--- config.mk ---
export PLATFORM = sky130hd
export DESIGN_NAME = line_buffer_ctrl
export DESIGN_NICKNAME = d
export VERILOG_FILES = /design/src/rtl/line_buffer_ctrl.sv
export SDC_FILE = /design/constraint.sdc
export NUM_CORES = 1
export LEC_CHECK = 0
export CORE_ASPECT_RATIO = 1.1
export CORE_MARGIN = 2
export CORE_UTILIZATION = 50
export DETAILED_ROUTE_END_ITERATION = 8
export PLACE_DENSITY = 0.78
export SYNTH_ARGS = -nofsm -noshare
export SYNTH_HDL_FRONTEND = slang
export SYNTH_SLANG_ARGS = --single-unit
--- constraint.sdc ---
create_clock -name clk -period 2.6 [get_ports clk]
set_clock_uncertainty 0.2 [all_clocks]
set_input_delay 0.39 -clock clk [delete_from_list [all_inputs] [get_ports clk]]
set_output_delay 0.39 -clock clk [all_outputs]
set_load 0.005 [all_outputs]
--- src/rtl/line_buffer_ctrl.sv ---
// line_buffer_ctrl: frame sequencing, pixel position tracking and 3x3 window
// qualification for a two-line-buffer image pipeline.
module line_buffer_ctrl #(
    parameter int NO_OF_COLS = 320,
    parameter int NO_OF_ROWS = 240,
    parameter int CW = $clog2(NO_OF_COLS),
    parameter int RW = $clog2(NO_OF_ROWS)
) (
    input  logic          clk,
    input  logic          rst_n,
    input  logic          frame_start,
    input  logic          pix_valid,
    output logic          fsync,
    output logic          rsync,
    output logic [CW-1:0] col,
    output logic [RW-1:0] row,
    output logic          win_valid,
    output logic          border,
    output logic          frame_done,
    output logic          busy
);
    typedef enum logic [1:0] {IDLE, FILL, RUN, DONE} state_t;
    localparam logic [CW-1:0] COL_MAX = CW'(NO_OF_COLS - 1);
    localparam logic [RW-1:0] ROW_MAX = RW'(NO_OF_ROWS - 1);
    state_t state, state_nxt;
    logic last_col, win_nxt, border_nxt;
    assign rsync      = pix_valid & fsync & ~frame_start;
    assign last_col   = col == COL_MAX;
    assign frame_done = state == DONE;
    assign busy       = state != IDLE;
    // A window centred one row/column behind the current pixel is complete
    // once two full rows and two columns of the current row have arrived.
    assign win_nxt    = rsync && row >= RW'(2) && col >= CW'(2);
    assign border_nxt = win_nxt && (row == RW'(2) || row == ROW_MAX || col == CW'(2) || col == COL_MAX);
    always_comb begin
        state_nxt = frame_start ? FILL :
                    state == DONE ? IDLE :
                    (rsync && last_col && state == FILL && row == RW'(1)) ? RUN :
                    (rsync && last_col && state == RUN && row == ROW_MAX) ? DONE : state;
    end
    always_ff @(posedge clk or negedge rst_n) begin
        if (!rst_n) begin
            state     <= IDLE;
            fsync     <= 1'b0;
            col       <= '0;
            row       <= '0;
            win_valid <= 1'b0;
            border    <= 1'b0;
        end else begin
            state     <= state_nxt;
            fsync     <= state_nxt == FILL || state_nxt == RUN;
            win_valid <= win_nxt;
            border    <= border_nxt;
            if (frame_start) begin
                col <= '0;
                row <= '0;
            end else if (rsync) begin
                col <= last_col ? '0 : col + 1'b1;
                row <= (last_col && row != ROW_MAX) ? row + 1'b1 : row;
            end
        end
    end
endmodule

==> impl_metrics.ini, run 1 <==
[placement]
io_buffers = 26
placed_cells = 198
detailed_place.area_mm2 = 0.00160
place.gp.congestion = 0.849
place_ws_ns = 0.164
dp_hpwl_um = 2240

[synth]
syn_area_mm2 = 0.00129
yosysSeqAreaShare = 0.428
synth-main-ff-cell = dfrtp_1
ys_seq_elements = 22
synth_edf_count = 0
synth_top_area_cell = dfrtp_1
async_reset_ff_frac = 1.00
synth_nets = 149
netlist_instances = 140
syn_area_per_cell_um2 = 9.19
yosysWarnings = 0
yosysTopAreaCellShare = 0.428
yosys-top-cells-area = dfrtp_1 (43%), ha_1 (4.9%), a21oi_1 (3.9%)
yosysUniqueCellTypes = 43

[finish]
stdcell_count = 202
final_area_mm2 = 0.00164
syn_to_final_growth_pct = 27.4
layout-drive-gt1-share = 0.0936
nFillCells = 222
final_nets = 181
fin_util = 0.663
antennaDiodeCount = 0

[grt]
globalRouteTotalUtil = 0.234
grt_pass1_vias = 1154
antenna_found_initial = 0
grt_first_pass_wirelength_um = 5280
grt_max_degree = 23
gr-total-overflow = 0

[die]
die_area_mm2 = 0.00299
die_x_um = 52.4
core_area_mm2 = 0.00247
rows = 19
ios = 27
die_h_um = 57.2
initial_core_util = 0.520

[power_and_ir_drop]
p_leak_nw = 0.634
powerDensity_mw_per_mm2 = 358
power_uw = 587
ir_drop_uv = 295

[drt]
route.detailed.drc = 0
first_pass_iters = 4
viasPerCell = 6.07
num_vias = 1227
drt_iter0_markers = 44
routed_wl_um = 3130
antenna_left = 0
wl_per_cell_um = 15.5

[sta]
post-route-min-period_ns = 2.35
finalCritPeriodShare = 0.902
rsz0062_at_grt = no
tightestPinTransition_ns = 0.517
slew_headroom = 0.654
fin_tns_setup_ns = 0
fin_ws_ns = 0.254
hold_viol_final = 0
finalSetupViolations = 0
fmax_mhz = 426
hold_ws_ns = 0.216
maxSlewViolCount = 0

[clock_network]
cts_tree = built
root_buffer = clkbuf_4
postCtsSetupRepairBufs = 0
ctsResizeCount = 0
clock-sinks = 22
htree_levels = 1
insertion_delay_ns = 0.31
path_clk_slew_ns = 0.13
cts_buffer_depth = 2
cts_made_buffers = 3
hold_buffers = 0

[worst_setup_path]
worstPathMaxFanout = 11
cpPeakStageDelay_ns = 0.52
cp_num_buf_inv = 0
slowest_stage = or4_1
worstPathArrival_ns = 2.39
critical-path-top-delay-family = simple AND/OR/NAND/NOR gates
cp-end-kind = register
criticalPathCategory = register to register
start_kind = register
path_cells = ha_1 -> nand4b_1 -> or3_1 -> or4_1 -> a21oi_1
cp.required_ns = 2.65

[run_status]
status = completed

[job]
drv_cap = 0

[min_path]
worstHoldPathType = input port to asynchronous set/reset pin
-- area by class of cell --
cell class	count	area, um^2	area share
clock buffer	4	36.3	0.0221
inverter	6	22.5	0.0137
multi-input combinational	109	701	0.427
sequential	22	551	0.336
tap	31	38.8	0.0237
timing repair buffer	30	290	0.177
-- cells in the final DEF, fill, tap and decap left out, types with 2 or more instances in the layout --
cell,instances
clkbuf_4,3
a21oi_1,10
o31ai_1,3
nor3_1,3
a21o_1,2
nand2b_1,4
clkdlybuf4s50_1,26
nor4_1,3
o21ai_0,8
or3_1,5
a31oi_1,2
nand3_1,6
and2b_2,2
xor2_1,3
nand4_1,2
dfrtp_1,22
buf_4,4
nand4b_1,3
or2_2,3
nand2_1,12
or4_1,4
inv_1,6
ha_1,5
o41ai_1,2
nor2_1,9
-- logic make-up after synthesis --
| logic type | after synthesis | share of synthesized area |
|---|---|---|
| xor gates and xnor gates | 3 | 0.0204 |
| DFF | 22 | 0.428 |
| buffers and inverters | 9 | 0.0272 |
| adders and majority gates | 5 | 0.0486 |
| AOI/OAI and AO/OA | 35 | 0.173 |
| and+or+nand+nor | 65 | 0.295 |
| muxes | 1 | 0.00778 |
-- state kept, by name, indices dropped and copies added (netlist names) --
register and flops:
border 1, col 9, fsync 1, row 8, state 2, win_valid 1
-- layer usage --
layer / vias to the layer above / wire (um) / GRT usage / part of all wire
li1: 586 / - / - / -
met4: 0 / 42 / 0.0806 / 0.013
met1: 613 / 1430 / 0.333 / 0.46
met5: - / 0 / 0 / 0
met3: 5 / 101 / 0.0262 / 0.032
met2: 23 / 1550 / 0.370 / 0.50
-- synthesized netlist by cell type (3+ instances only) --
master,instances
or3_1,5
nand2_1,12
nand2b_1,4
nand4b_1,3
nor2_1,9
or4_1,4
o21ai_0,8
or2_2,3
nand3_1,6
o31ai_1,3
inv_1,6
ha_1,5
a21oi_1,10
nor3_1,3
xor2_1,3
nor4_1,3
dfrtp_1,22
-- power by group --
part	internal [mW]	total, mW	switching, mW
sequential	0.345	0.350	0.00519
combinational	0.0191	0.0438	0.0247
clock	0.0855	0.194	0.108
-- final timing paths --
kind,cells after the start,endpoint,startpoint,slack (ns)
hold / removal,2,border,rst_n,0.22
min in group clk,2,row[7],row[7],0.41
hold reg to reg,2,row[7],row[7],0.41
setup / recovery,5,row[3],col[1],0.25
max in group asynchronous,2,row[6],rst_n,1.76
setup reg to reg,5,row[3],col[1],0.25
Note: power is estimated with default switching activity, not from simulation.
==> inputs of run 2 (changes only) <==
Settings changed: GPL_TIMING_DRIVEN from default to 0.
==> run 2 against run 1 <==
- core utilization down 0.46 points
- critical path type is now input port to output pin
- critical path depth is 1 lower
- via count shrank 2.7%
- clock power is essentially flat
- routed wire length shrank 6.2%
- combinational power down 9.4%
- first-iteration DRC count is 27% lower
- non-clock buffer count fell by 1
- worst setup slack got worse by 0.052 ns
- total power down 0.79%
- highest routed layer unchanged
- register-to-register slack improved by 0.09 ns
- fmax down 2.1%
==> impl_metrics.ini, run 2 (synthesis gave the netlist of run 1 again) <==
[sta]
finalSetupViolations = 0
tightestPinTransition_ns = 0.998
fmax_mhz = 417
fin_ws_ns = 0.202
slew_headroom = 0.333
rsz0062_at_grt = no
hold_viol_final = 0
post-route-min-period_ns = 2.40
maxSlewViolCount = 0
finalCritPeriodShare = 0.922
fin_tns_setup_ns = 0

[die]
core_area_mm2 = 0.00247
ios = 27
die_area_mm2 = 0.00299
initial_core_util = 0.520
rows = 19
die_h_um = 57.2
die_x_um = 52.4

[power_and_ir_drop]
p_sw_uw = 136
ir_drop_uv = 297
p_leak_nw = 0.619
powerDensity_mw_per_mm2 = 358
seqPwrFrac = 0.600
combPwrFrac = 0.068
switching_share = 0.233
p_int_uw = 447
pwr-share-clk = 0.332

[worst_setup_path]
reg2reg_depth = 4
reg2reg_from = row[4]
worstPathMaxFanout = 6
cp-end-kind = output pin
criticalPathCategory = input port to output pin
reg2reg_to = state[0]
worstPathArrival_ns = 1.81
startpoint = frame_start
start_kind = input port
cp.required_ns = 2.01
r2r_setup_slack_ns = 0.34

[drt]
num_vias = 1194
viasPerCell = 5.94
antenna_left = 0
drt_iter0_markers = 32
routed_wl_um = 2930
route.detailed.drc = 0
first_pass_iters = 4
wl_per_cell_um = 14.6

[finish]
top_regs = col x9, row x8, state x2
largest_reg_flops = 9
final_common_cell = clkdlybuf4s50_1
stdcell_count = 201
syn_to_final_growth_pct = 26.6
layout-drive-gt1-share = 0.0824
antennaDiodeCount = 0
final_nets = 180
layout_common_cells = clkdlybuf4s50_1 (26), dfrtp_1 (22), nand2_1 (12), a21oi_1 (10), nor2_1 (9)
regMostFlops = col

[placement]
io_buffers = 26
dp_hpwl_um = 2160
place.gp.congestion = 0.835
place_ws_ns = 0.0297
placed_cells = 197

[grt]
gr-total-overflow = 0
antenna_found_initial = 0
grt_max_degree = 23
grt_first_pass_wirelength_um = 4670
globalRouteTotalUtil = 0.208
grt_pass1_vias = 991

[clock_network]
path_clk_slew_ns = 0.13
ctsResizeCount = 0
hold_buffers = 0
htree_levels = 1
cts_tree = built
clock-sinks = 22
cts_buffer_depth = 2
root_buffer = clkbuf_4
cts_made_buffers = 3
insertion_delay_ns = 0.31
postCtsSetupRepairBufs = 0

[min_path]
worstHoldPathType = input port to asynchronous set/reset pin

[job]
drv_cap = 0

[run_status]
status = completed
[run 2: final cells by class]
class | count | area (um^2)
repair buffers | 26 | 260
fillers | 223 | 845
flip-flops and latches | 22 | 551
multi-input cells | 109 | 707
plain buffers | 3 | 12.5
inverters | 6 | 22.5
clock buffers | 4 | 36.3
well taps | 31 | 38.8
[run 2: worst max path at each step]
| stage | endpoint | cells past startpoint |
|---|---|---|
| 2_1_floorplan | row[7] | 5 |
| 3_3_place_gp | row[4] | 6 |
| 3_5_place_dp | row[1] | 5 |
| 4_1_cts | rsync | 4 |
| 5_1_grt | rsync | 4 |
| 6_report | rsync | 4 |
[run 2: power by group through the flow]
stage,registers [mW],clock network [mW],logic [mW]
after global placement,0.356,0,0.0399
after global routing,0.350,0.210,0.0444
after floorplan,0.356,0,0.0154
after CTS,0.350,0.199,0.0405
after detailed placement,0.356,0,0.0402
final,0.350,0.193,0.0397
[run 2: worst max-delay path, cell delays in order]
cell	delay, ns
clkdlybuf4s50_1	0.51
nand3b_1	0.26
inv_1	0.14
clkdlybuf4s50_1	0.51
[run 2: per-layer routing]
metal / track usage / vias up / share of wire / wire (um)
met5: 0 / - / 0 / 0
met4: 0.0879 / 0 / 0.016 / 46
met3: 0.0236 / 5 / 0.041 / 120
met2: 0.313 / 29 / 0.48 / 1400
met1: 0.304 / 579 / 0.46 / 1360
li1: - / 581 / - / -
[run 2: metrics by stage]
step,instance area (um^2),power (mW),hold WS [ns],utilization
4_1_cts,1620,0.589,0.420,0.656
2_1_floorplan,1290,0.371,-0.106,-
5_1_grt,1630,0.605,0.439,0.658
3_3_place_gp,1590,0.396,0.367,0.641
6_report,1630,0.583,0.410,0.658
3_5_place_dp,1590,0.397,0.397,0.641
